--- src/rtl/lib_pow2_serializer.sv ---
// Serializes the set bits of a vector into one-hot beats (index, beat count, last flag),
// lowest-first or highest-first, with valid/ready on both sides.
module lib_pow2_serializer #(
  parameter int WIDTH   = 4,
  parameter int LSB_MSB = 0,
  parameter int IDX_W   = $clog2(WIDTH),
  parameter int CNT_W   = $clog2(WIDTH+1)
) (
  input  logic             clk,
  input  logic             rst,
  input  logic             s_valid,
  output logic             s_ready,
  input  logic [WIDTH-1:0] s_vect,
  output logic             m_valid,
  input  logic             m_ready,
  output logic [WIDTH-1:0] m_onehot,
  output logic [IDX_W-1:0] m_idx,
  output logic [CNT_W-1:0] m_cnt,
  output logic             m_last,
  output logic             m_zero
);

  localparam logic [0:0] IDLE = 1'b0;
  localparam logic [0:0] BUSY = 1'b1;

  logic [0:0]       state;
  logic [WIDTH-1:0] res;
  logic [CNT_W-1:0] cnt;
  logic             zero_f;
  logic             beat;
  logic             accept;

  // First set bit in scan order; the later loop hit overwrites, so the loop runs
  // from the far end toward the preferred end.
  function automatic logic [WIDTH-1:0] ffs(input logic [WIDTH-1:0] v);
    logic [WIDTH-1:0] r;
    r = '0;
    if (LSB_MSB == 0) begin
      for (int i = WIDTH-1; i >= 0; i--) begin
        if (v[i]) begin
          r    = '0;
          r[i] = 1'b1;
        end
      end
    end else begin
      for (int i = 0; i < WIDTH; i++) begin
        if (v[i]) begin
          r    = '0;
          r[i] = 1'b1;
        end
      end
    end
    return r;
  endfunction

  function automatic logic [IDX_W-1:0] encode(input logic [WIDTH-1:0] oh);
    logic [IDX_W-1:0] r;
    r = '0;
    for (int i = 0; i < WIDTH; i++) begin
      if (oh[i]) r = IDX_W'(i);
    end
    return r;
  endfunction

  always_comb begin
    m_valid  = (state == BUSY);
    m_onehot = ffs(res);
    m_idx    = encode(m_onehot);
    m_last   = ((res & ~m_onehot) == '0);
    m_cnt    = cnt;
    m_zero   = zero_f;
    beat     = m_valid & m_ready;
    // Last-beat term lets the next vector load in the same cycle the old one retires.
    s_ready  = (state == IDLE) | (beat & m_last);
    accept   = s_valid & s_ready;
  end

  always_ff @(posedge clk) begin
    if (rst) begin
      state  <= IDLE;
      res    <= '0;
      cnt    <= '0;
      zero_f <= 1'b0;
    end else if (accept) begin
      state  <= BUSY;
      res    <= s_vect;
      cnt    <= '0;
      zero_f <= (s_vect == '0);
    end else if (beat) begin
      // Clearing the retired bit on the last beat too leaves res empty while idle.
      res <= res & ~m_onehot;
      if (m_last) begin
        state <= IDLE;
      end else begin
        cnt <= cnt + CNT_W'(1);
      end
    end
  end

endmodule

--- config.mk ---
export PLATFORM = sky130hd
export DESIGN_NAME = lib_pow2_serializer
export DESIGN_NICKNAME = d
export VERILOG_FILES = /design/src/rtl/lib_pow2_serializer.sv
export SDC_FILE = /design/constraint.sdc
export NUM_CORES = 1
export LEC_CHECK = 0
export CAP_MARGIN = 40
export CORE_UTILIZATION = 45
export DETAILED_ROUTE_END_ITERATION = 10
export PLACE_DENSITY = 0.89
export SETUP_SLACK_MARGIN = 0.3
export SLEW_MARGIN = 20
export SYNTH_ARGS = -nofsm -noshare
export SYNTH_HDL_FRONTEND = slang
export SYNTH_SLANG_ARGS = --single-unit
--- constraint.sdc ---
create_clock -name clk -period 2.64 [get_ports clk]
set_clock_uncertainty 0.2 [all_clocks]
set_input_delay 0.264 -clock clk [delete_from_list [all_inputs] [get_ports clk]]
set_output_delay 0.264 -clock clk [all_outputs]
set_load 0.005 [all_outputs]
==> results.json <==
{
  "syn-cell-area_sq_um": 584,
  "vias_per_cell": 5.31,
  "start_kind": "register",
  "power_switching_mw": 0.0970,
  "sequentialPowerShare_pct": 45.1,
  "avgSynthCellArea_sq_um": 9.58,
  "power-per-cell-area_nw_per_um2": 437,
  "gp_congestion": 0.869,
  "netlist_instances": 61,
  "yosys_warnings": 0,
  "hp-class": "reg2reg",
  "grt_first_pass_wirelength_um": 1790,
  "slew_headroom_pct": 75.6,
  "dieArea_sq_um": 1450,
  "path_delay_family": "compound AO/OA/AOI/OAI gates",
  "num_vias": 510,
  "ir_drop_mv": 0.282,
  "die_x_um": 38.0,
  "portBuffers": 20,
  "coreArea_sq_um": 1160,
  "critPathMaxStageDelay_ns": 0.51,
  "final_common_cell": "clkdlybuf4s50_1",
  "cts_made_buffers": 3,
  "period_share_pct": 85.5,
  "first_global_vias": 428,
  "slew_violations": 0,
  "swShare_pct": 27.7,
  "worst_path_max_delay_cell": "clkdlybuf4s50_1",
  "final_nets": 92,
  "cp.required_ns": 2.18,
  "hold_viol": 0,
  "synthToLayoutAreaGrowth_pct": 37.0,
  "pin_count": 21,
  "initial_core_util_pct": 50.5,
  "drc": 0,
  "path_class": "reg2out",
  "dp_cells": 91,
  "cts_tree": "done",
  "clk_latency_ns": 0.25,
  "layout_min_cycle_time_ns": 2.26,
  "stdcell_count": 96,
  "diodes": 0,
  "cts_hold_buffers": 0,
  "cts.sinks": 9,
  "layout-drive-gt1-share_pct": 22.0,
  "fmax_ghz": 0.443,
  "rsz0062_at_grt": "true",
  "status": "finished clean",
  "ant_nets": 0,
  "dieHeight_um": 38.0,
  "drv_cap": 0,
  "dr.first_iter.drc_count": 7,
  "p_int_mw": 0.253,
  "dr.pass1.iters": 4,
  "worstSetupEndpointType": "primary output",
  "rows": 12,
  "final_cell_mix": "clkdlybuf4s50_1 (20), dfxtp_1 (7), nor2_1 (6)",
  "track_usage_pct": 17.7,
  "crit_path_cell_trace": "a211oi_2, o21ai_0, nand2_1, clkdlybuf4s50_1",
  "htree_levels": 1,
  "ys_ff_latch": 9,
  "critPathMaxFanout": 7,
  "clk_path_buf_depth": 2,
  "final_cell_area_sq_um": 801,
  "grt_max_degree": 13,
  "clockPowerShare_pct": 28.9,
  "seq_area_frac_synth_pct": 30.8,
  "total_power_mw": 0.350,
  "synth_cell_types": 32,
  "worst_slew_pin_slew_ns": 0.366,
  "power_frac_comb_pct": 26.0,
  "cts_root_buf": "clkbuf_4",
  "place_area_sq_um": 764,
  "hpwl_um": 945,
  "wire_per_inst_um": 12.5,
  "p_leak_nw": 0.299,
  "clk_pin_slew_ns": 0.06,
  "path_buf_inv": 1,
  "overflow": 0,
  "drt-total-wl_um": 1200,
  "final.setup.tns_ns": 0,
  "antenna_found_initial": 0,
  "arrival_ns": 1.79,
  "setup_viol": 0,
  "fillers": 90,
  "syn_nets": 70
}
==> final timing paths <==
| check | startpoint | end | slack (ns) | cells after the start |
|---|---|---|---|---|
| max | res[2]$_SDFFE_PP0P_ | s_ready | 0.38 | 4 |
| min | m_zero$_SDFFE_PP0P_ | m_zero$_SDFFE_PP0P_ | 0.30 | 2 |
| max reg2reg | res[2]$_SDFFE_PP0P_ | res[1]$_SDFFE_PP0P_ | 0.95 | 5 |
| min reg2reg | m_zero$_SDFFE_PP0P_ | m_zero$_SDFFE_PP0P_ | 0.30 | 2 |
==> registers in the layout (all words and copies together), names as in the netlist <==
signal,flops
m_valid,1
m_zero,1
res,4
m_cnt,3
==> power groups by stage <==
| stage | Sequential (mW) | Clock, mW | Combinational, mW |
|---|---|---|---|
| floorplan | 0.152 | 0 | 0.0607 |
| global placement | 0.160 | 0 | 0.0863 |
| detailed placement | 0.160 | 0 | 0.0884 |
| CTS | 0.157 | 0.104 | 0.0886 |
| global route | 0.160 | 0.110 | 0.0980 |
| finish | 0.158 | 0.101 | 0.0912 |
==> metrics by stage <==
step / util [%] / hold slack, ns / setup slack (ns)
after floorplan: - / 0.133 / 1.07
after global placement: 66.1 / 0.287 / 0.571
after detailed placement: 66.1 / 0.291 / 0.525
after CTS: 68.5 / 0.310 / 0.322
after global routing: 69.3 / 0.349 / 0.263
final: 69.3 / 0.301 / 0.382
==> logic make-up after synthesis <==
family / after synthesis / synth area share [%]
DFF: 9 / 30.8
muxes: 3 / 5.14
adders and majority gates: 1 / 2.14
xor gates and xnor gates: 2 / 3.00
and+or+nand+nor: 25 / 24.8
buffers and inverters: 7 / 8.35
AOI/OAI and AO/OA: 14 / 25.7
==> cell type report <==
cell class                 count  area [sq um]  area share [%]
multi-input combinational     45           355            44.4
timing repair buffer          21           208            25.9
sequential                     9           183            22.8
clock buffer                   4          26.3            3.28
tap                           14          17.5            2.19
inverter                       3          11.3            1.41
==> synth_stat cells <==
cell / instances / area, sq um
dfxtp_1: 9 / 180
nor2_1: 6 / 22.5
nand2_1: 4 / 15.0
inv_1: 3 / 11.3
mux2i_1: 3 / 30.0
a32o_1: 2 / 20.0
a32o_2: 2 / 22.5
buf_6: 2 / 22.5
nand3_1: 2 / 10.0
nor3_1: 2 / 10.0
nor3_2: 2 / 20.0
o21a_1: 2 / 15.0
or2_2: 2 / 12.5
xnor2_1: 2 / 17.5
a211oi_2: 1 / 12.5
a211oi_4: 1 / 20.0
a21oi_1: 1 / 5.00
and2_1: 1 / 6.26
and2b_1: 1 / 7.51
buf_4: 1 / 7.51
clkbuf_4: 1 / 7.51
ha_1: 1 / 12.5
nand2b_1: 1 / 6.26
nor2_2: 1 / 6.26
nor3b_1: 1 / 7.51
nor4_1: 1 / 6.26
nor4b_2: 1 / 15.0
o21ai_0: 1 / 5.00
o21ai_1: 1 / 5.00
o22ai_1: 1 / 6.26
o311ai_4: 1 / 26.3
o31ai_2: 1 / 12.5
==> worst register-to-register path, delay by kind of cell (launching register included) <==
family | cells | cell delay (ns)
compound gates | 4 | 0.80
buf+inv | 1 | 0.19
flops | 1 | 0.40
==> per-layer routing <==
metal | track usage, % | wire (um)
met5 | 0 | 0
met1 | 24.8 | 598
met3 | 1.74 | 39
met4 | 10.7 | 17
met2 | 25.8 | 542
==> repair_timing <==
action | 4_1_cts | 5_1_grt
endpoints found under the hold margin | 0 | 0
resized for setup | 1 | 1
pin swaps | 1 | 1
buffers inserted | 0 | 1
endpoints found under the setup margin | 2 | 2
(Power assumes the default switching activity.)
==> RTL change: new RTL, same flow settings <==
`LSB_MSB`: 0 -> 1.
--- a/src/rtl/lib_pow2_serializer.sv
+++ b/src/rtl/lib_pow2_serializer.sv
@@ -3,5 +3,5 @@
 module lib_pow2_serializer #(
   parameter int WIDTH   = 4,
-  parameter int LSB_MSB = 0,
+  parameter int LSB_MSB = 1,
   parameter int IDX_W   = $clog2(WIDTH),
   parameter int CNT_W   = $clog2(WIDTH+1)
Function: changed (Yosys sat finds a counterexample within 4 cycles, from zero or initial values and one cycle with rst high).
==> RTL change against the unedited design <==
  * Total power grew 0.61%
  * Critical endpoint is now m_last
  * Final area shrank 0.94%
  * Highest routed layer is now met3
  * Sequential cell count is the same
  * Synthesized cell count shrank 3.3%
  * Synthesized area shrank 7.3%
  * Core utilization grew 2.1 points
  * Routed wire length shrank 13%
  * Setup slack gained 1.6 ps
==> RTL change: results (changes against the unedited design) <==
stage	metric	value	unit	change
final_layout	layout cells sized above 1	15.5	%	-6.5 points
setup_path	CP Max Fanout	8		+1
pwr	LEAKAGE	0.000307	uW	+2.9%
final_layout	register area	180	um2	-1.4%
final_layout	filler cell count	92		+2.2%
global_routing	largest net degree at the start of global routing	9		-4
final_layout	Final #Nets	94		+2.2%
logic_synthesis	Area contributors post-synth	dfxtp_1, a211oi_4, nor2_1		
final_layout	inverters	4		+1
setup_path	Crit-path slowest cell	dfxtp_1		
final_layout	multi-input gates	43		-4.4%
logic_synthesis	Synth Area in XOR/XNOR	3.23	%	+0.24 points
global_routing	number of global-route vias before repair	410		-4.2%
logic_synthesis	Cell variety after synth	28		-13%
run_status	status	finished, final reports clean		
logic_synthesis	Commonest cells post-synth	dfxtp_1, nor2_1, inv_1		
route	Avg WL per Cell	10.6	um	-15%
place	Final GP Congestion	0.741		-15%
place	pre-CTS WS	635	ps	+109 ps
place	post-DP HPWL	821	um	-13%
final_layout	non-clk buf share	29.0	%	+3.1 points
pwr	VDD IR max	0.311	mV	+10%
logic_synthesis	syn_nets	68		-2.9%
final_layout	Non-clk bufs	24		+14%
route	vias per cell	5.03		-5.3%
place	DP Area	737	um2	-3.6%
global_routing	grt met3 use	1.83	%	+0.085 points
global_routing	global-route wire length before repair	1.65	mm	-8.1%
global_routing	total track usage	17.1	%	-0.65 points
sta	worst slew margin relative to its limit	70.5	%	-5.1 points
global_routing	Global Route met1 Usage	22.8	%	-2.0 points
[RTL change: power by group]
group	internal [uW]	switching, uW	leakage (uW)
Sequential	142	13.2	0.0000735
Combinational	57.5	36.4	0.000219
Clock	58.1	45.6	0.0000150
Total	257	95.2	0.000307
[RTL change: through the flow]
| step | utilization (%) | power (uW) | std cells |
|---|---|---|---|
| 2_1_floorplan | - | 204 | 59 |
| 3_3_place_gp | 66.3 | 239 | 90 |
| 3_5_place_dp | 66.3 | 240 | 90 |
| 4_1_cts | 68.7 | 346 | 94 |
| 5_1_grt | 71.4 | 372 | 98 |
| 6_report | 71.4 | 352 | 98 |
[RTL change: routing by layer]
layer | vias to the layer above | wire [um]
met5 | - | 0
met4 | 0 | 0
met3 | 0 | 23
met2 | 8 | 514
met1 | 224 | 506
li1 | 261 | -
[RTL change: path summary, 6_finish.rpt]
path,from,to,slack [ps],cells after the start
min,m_zero,m_zero,300,2
max reg2reg,res[1],res[0],710,5
max,res[1],m_last,380,4
min reg2reg,m_zero,m_zero,300,2
